File: config.mk
export PLATFORM = sky130hd
export DESIGN_NAME = sprite_render_sequencer
export DESIGN_NICKNAME = d
export VERILOG_FILES = /design/src/rtl/sprite_render_sequencer.sv
export SDC_FILE = /design/constraint.sdc
export NUM_CORES = 1
export LEC_CHECK = 0
export ABC_AREA = 1
export ABC_CLOCK_PERIOD_IN_PS = 2300
export BUFFER_PORTS_ARGS = -buffer_cell sky130_fd_sc_hd__clkbuf_2
export CAP_MARGIN = 20
export CORE_ASPECT_RATIO = 2
export CORE_MARGIN = 2
export CORE_UTILIZATION = 55
export DETAILED_ROUTE_END_ITERATION = 10
export PLACE_DENSITY = 0.81
export SYNTH_ARGS = -nofsm -noshare
export SYNTH_HDL_FRONTEND = slang
export SYNTH_SLANG_ARGS = --single-unit
File: constraint.sdc
create_clock -name clock -period 2.3 [get_ports clock]
set_input_delay 0.345 -clock clock [delete_from_list [all_inputs] [get_ports clock]]
set_output_delay 0.345 -clock clock [all_outputs]
set_load 0.05 [all_outputs]
File: src/rtl/sprite_render_sequencer.sv
// sprite_render_sequencer
//   Frame sequencer for the 160x120 game screen. Each frame tick runs an
//   optional INIT phase, an ERASE pass over all sprites, one LOAD cycle, a
//   DRAW pass and one COMP (collision compare) cycle, then returns to IDLE.
//   A collision seen at COMP forces one more ERASE pass (blanking the sprites)
//   and, with the collision still present, parks in OVER until reset.
//
//   Build option: define DIRTY_SKIP_EN to skip sprites whose dirty bit is 0
//   in both passes (OR'd with skip_mask). The forced post-collision erase
//   ignores dirty so every sprite is blanked.
//
// Ports
//   clock, reset_n        clock, asynchronous active-low reset
//   frame_go              frame tick pulse
//   need_init / init_done init phase request / handshake
//   dead                  collision result
//   skip_mask, dirty      per-sprite disable / moved flags
//   init_req              high throughout INIT
//   sprite_sel, loc       sprite addressed, row-major pixel index
//   px, py                column / row of loc inside the sprite
//   plot_en, erase        pixel write strobe, high for the whole erase pass
//   load, comp            one-cycle strobes
//   busy                  state is neither IDLE nor OVER
//   game_over, overrun    sticky flags
module sprite_render_sequencer #(
  parameter int NUM_SPRITES = 6,
  parameter int SPR_W       = 5,
  parameter int SPR_H       = 5,
  parameter int SEL_W       = (NUM_SPRITES > 1) ? $clog2(NUM_SPRITES) : 1,
  parameter int LOC_W       = (SPR_W*SPR_H > 1) ? $clog2(SPR_W*SPR_H) : 1
) (
  input  logic                   clock,
  input  logic                   reset_n,
  input  logic                   frame_go,
  input  logic                   need_init,
  input  logic                   init_done,
  input  logic                   dead,
  input  logic [NUM_SPRITES-1:0] skip_mask,
  input  logic [NUM_SPRITES-1:0] dirty,
  output logic                   init_req,
  output logic [SEL_W-1:0]       sprite_sel,
  output logic [LOC_W-1:0]       loc,
  output logic [7:0]             px,
  output logic [6:0]             py,
  output logic                   plot_en,
  output logic                   erase,
  output logic                   load,
  output logic                   comp,
  output logic                   busy,
  output logic                   game_over,
  output logic                   overrun
);

  typedef enum logic [2:0] {IDLE, INIT, ERASE, LOAD, DRAW, COMP, OVER} state_t;

  localparam logic [SEL_W-1:0] SEL_LAST = SEL_W'(NUM_SPRITES-1);
  localparam logic [LOC_W-1:0] LOC_LAST = LOC_W'(SPR_W*SPR_H-1);
  localparam logic [7:0]       PX_LAST  = 8'(SPR_W-1);

  state_t           state_q, state_d;
  logic [SEL_W-1:0] sel_q, sel_d;
  logic [LOC_W-1:0] loc_q, loc_d;
  logic [7:0]       px_q, px_d;
  logic [6:0]       py_q, py_d;
  logic             blank_q, blank_d;   // current ERASE is the post-collision blanking pass
  logic             game_over_q, game_over_d;
  logic             overrun_q, overrun_d;
  logic             in_pass, skip_bit, skip_now;

`ifdef DIRTY_SKIP_EN
  assign skip_bit = skip_mask[sel_q] | (~dirty[sel_q] & ~blank_q);
`else
  logic unused_in;
  assign unused_in = ^{dirty, blank_q};
  assign skip_bit  = skip_mask[sel_q];
`endif

  assign in_pass  = (state_q == ERASE) || (state_q == DRAW);
  // A skipped sprite is detected on its first cycle and burns just that one.
  assign skip_now = in_pass && (loc_q == '0) && skip_bit;

  always_comb begin
    state_d     = state_q;
    sel_d       = sel_q;
    loc_d       = loc_q;
    px_d        = px_q;
    py_d        = py_q;
    blank_d     = blank_q;
    overrun_d   = overrun_q | (frame_go & busy);
    case (state_q)
      IDLE:  if (frame_go) state_d = need_init ? INIT : ERASE;
      INIT:  if (init_done) state_d = ERASE;
      ERASE, DRAW: begin
        if (skip_now || loc_q == LOC_LAST) begin
          loc_d = '0;
          px_d  = '0;
          py_d  = '0;
          if (sel_q == SEL_LAST) begin
            sel_d = '0;
            if (state_q == ERASE) begin
              blank_d = 1'b0;
              state_d = dead ? OVER : LOAD;
            end else begin
              state_d = COMP;
            end
          end else begin
            sel_d = sel_q + 1'b1;
          end
        end else begin
          loc_d = loc_q + 1'b1;
          if (px_q == PX_LAST) begin
            px_d = '0;
            py_d = py_q + 1'b1;
          end else begin
            px_d = px_q + 1'b1;
          end
        end
      end
      LOAD:  state_d = DRAW;
      COMP: begin
        if (dead) begin
          state_d = ERASE;
          blank_d = 1'b1;
        end else begin
          state_d = IDLE;
        end
      end
      default: ;  // OVER holds until reset
    endcase
    game_over_d = game_over_q | (state_d == OVER);
  end

  always_ff @(posedge clock or negedge reset_n) begin
    if (!reset_n) begin
      state_q     <= IDLE;
      sel_q       <= '0;
      loc_q       <= '0;
      px_q        <= '0;
      py_q        <= '0;
      blank_q     <= 1'b0;
      game_over_q <= 1'b0;
      overrun_q   <= 1'b0;
    end else begin
      state_q     <= state_d;
      sel_q       <= sel_d;
      loc_q       <= loc_d;
      px_q        <= px_d;
      py_q        <= py_d;
      blank_q     <= blank_d;
      game_over_q <= game_over_d;
      overrun_q   <= overrun_d;
    end
  end

  assign init_req   = (state_q == INIT);
  assign sprite_sel = sel_q;
  assign loc        = loc_q;
  assign px         = px_q;
  assign py         = py_q;
  assign plot_en    = in_pass && !skip_now;
  assign erase      = (state_q == ERASE);
  assign load       = (state_q == LOAD);
  assign comp       = (state_q == COMP);
  assign busy       = (state_q != IDLE) && (state_q != OVER);
  assign game_over  = game_over_q;
  assign overrun    = overrun_q;

endmodule

==> reports/metrics.cfg <==
[cts]
root_buffer=clkbuf_8
cts_buffer_depth=2
clk_latency_ns=0.28
htreeDepth=1
numCtsBuffers=3
postCtsHoldBufs=0
clk_pin_slew_ns=0.09
post_cts_buffers=0
cts_resized=0
cts_tree=built
clock-sinks=28

[global_route]
grt_max_degree=29
grt_pass1_vias=1454
grt_pass1_wl_um=5910
grt-ovfl-total=0
antenna_found_initial=0
grt.total_usage_pct=22.2

[pwr]
ir_worst_vdd_mv=1.05
power.density_nw_per_um2=1630
power_mw=3.18
p_leak_nw=1.03

[synth]
synth_cells=207
yosysUniqueCellTypes=32
synth-seq-cells=28
yosysSeqAreaShare_pct=42.5
synth_edf_count=0
synthesis.nets=230
mappedNetlistArea_sq_um=1650
yosysWarningCount=0
synth_async_sr_flop_share_pct=100
syn_avg_cell_area_sq_um=7.97
ys.flop_type=dfrtp_1

[placed_design]
port_buffers=42
dp_slack_ns=0.534
place_inst=277
gp_congestion=0.823
hpwl_um=2750

[critical_path]
critPathLaunchType=flop
required_ns=1.96
endpoint_kind=primary output
cp.arrival_ns=1.69
crit_type=flop to primary output
crit_fanout=4

[final_layout]
nets=275
drive_gt1_share_pct=26.7
areaGrowthSynthToFinish_pct=18.1
final_cell_count_no_fill=281
antenna_cells=0

[sta]
hold_slack_ns=0.0988
finalHoldViolCount=0
fmax_mhz=492
slew_headroom_pct=52.1
slew_viol_final=0
worstMarginPinSlew_ns=0.718
finalClockSkew_ns=0.00260
layout_min_cycle_time_ns=2.03
setup_violations=0
tns_ns=0
finalCritPeriodShare_pct=88.4
setup_ws_ns=0.267
grt_setup_unrepaired=false

[die]
start_util_pct=56.7
core-area_sq_um=2910
dieArea_sq_um=3480
num_io_pins=49
die_w_um=42.7
die_y_um=81.4
row_count=28

[drt]
drc=0
met1_length_um=1360
dr.pass1.iters=4
avgRoutedWirePerCell_um=12.7
via_per_inst=5.42
wl_met3_um=116
dr.max_layer_used=met4
via_count=1523
drtIter0Drc=39
routed_wl_um=3560
route.met2.wl_um=2000
ant_nets=0

[min_path]
hp-class=input pin to asynchronous set/reset pin

[run]
cap_violations=0

[run_status]
status=finished clean

critical path: stages, from the launching register on:
cell and delay (ns):
dfrtp_1 0.41, inv_1 0.09, ha_1 0.22, nand3_1 0.13
nor2_4 0.06, a31oi_2 0.20, clkbuf_2 0.31
sequential cells by signal, summed over array words and instances, names as in the netlist:
name	count
game_over	1
py	7
state_q	3
sprite_sel	3
px	8
loc	5
overrun	1
metrics by stage:
step | utilization, % | cell area (sq um)
5_1_grt | 67.0 | 1950
3_5_place_dp | 65.1 | 1890
2_1_floorplan | - | 1660
3_3_place_gp | 65.1 | 1890
6_report | 67.0 | 1950
4_1_cts | 67.0 | 1950
cells by family after synthesis:
logic type | synth area share (%)
buffers and inverters | 8.50
adders and majority gates | 3.79
AOI/OAI and AO/OA | 8.27
and+or+nand+nor | 32.7
xor gates and xnor gates | 4.25
DFF | 42.5
final cells by class:
| class | count | area [sq um] |
|---|---|---|
| well taps | 30 | 37.5 |
| clock buffers | 4 | 55.1 |
| fillers | 261 | 961 |
| repair buffers | 42 | 210 |
| flip-flops and latches | 28 | 701 |
| inverters | 33 | 129 |
| multi-input cells | 144 | 815 |
cell usage after synthesis (2+ instances only):
| master | count | share of area, % |
|---|---|---|
| nand2_1 | 41 | 9.3 |
| dfrtp_1 | 28 | 42 |
| inv_1 | 26 | 5.9 |
| nor2_1 | 26 | 5.9 |
| nand3_1 | 11 | 3.3 |
| nand4_1 | 8 | 3.0 |
| o21ai_0 | 8 | 2.4 |
| inv_2 | 6 | 1.4 |
| xor2_1 | 6 | 3.2 |
| a21oi_1 | 5 | 1.5 |
| ha_1 | 5 | 3.8 |
| nor3_2 | 5 | 3.0 |
| nor3_1 | 4 | 1.2 |
| o21ai_1 | 4 | 1.2 |
| nand2_2 | 2 | 0.76 |
| nand2_4 | 2 | 1.4 |
| nor2_4 | 2 | 1.4 |
| nor4_1 | 2 | 0.76 |
| o22ai_1 | 2 | 0.76 |
| xnor2_1 | 2 | 1.1 |
final timing paths:
| check | from | to | slack (ns) | depth (start not counted) |
|---|---|---|---|---|
| max reg2reg | state_q[2] | px[7] | 0.51 | 7 |
| max in group asynchronous | reset_n | py[4] | 1.74 | 1 |
| min in group clock | frame_go | overrun | 0.32 | 2 |
| max | loc[0] | plot_en | 0.27 | 6 |
| min | reset_n | loc[3] | 0.1 | 1 |
| min reg2reg | overrun | overrun | 0.47 | 1 |
cell usage in the layout, fill, tap and decap left out, types with 6 or more instances in the layout:
cell type / netlist / layout
dfrtp_1: 28 / 28
xor2_1: 6 / 6
inv_1: 26 / 26
nor2_1: 26 / 26
inv_2: 6 / 6
o21ai_0: 8 / 8
nand2_1: 41 / 41
nand3_1: 11 / 11
clkbuf_2: 0 / 42
nand4_1: 8 / 8
where the power goes:
group / total, mW / internal [mW] / switching, mW
sequential: 0.917 / 0.682 / 0.235
clock: 0.312 / 0.154 / 0.158
combinational: 1.95 / 0.487 / 1.46
layer usage:
metal	vias up	track usage, %
met5	-	0
met3	7	3.30
met1	720	23.7
met2	33	40.8
li1	763	-
met4	0	11.9
Note: power is estimated with default switching activity, not from simulation.
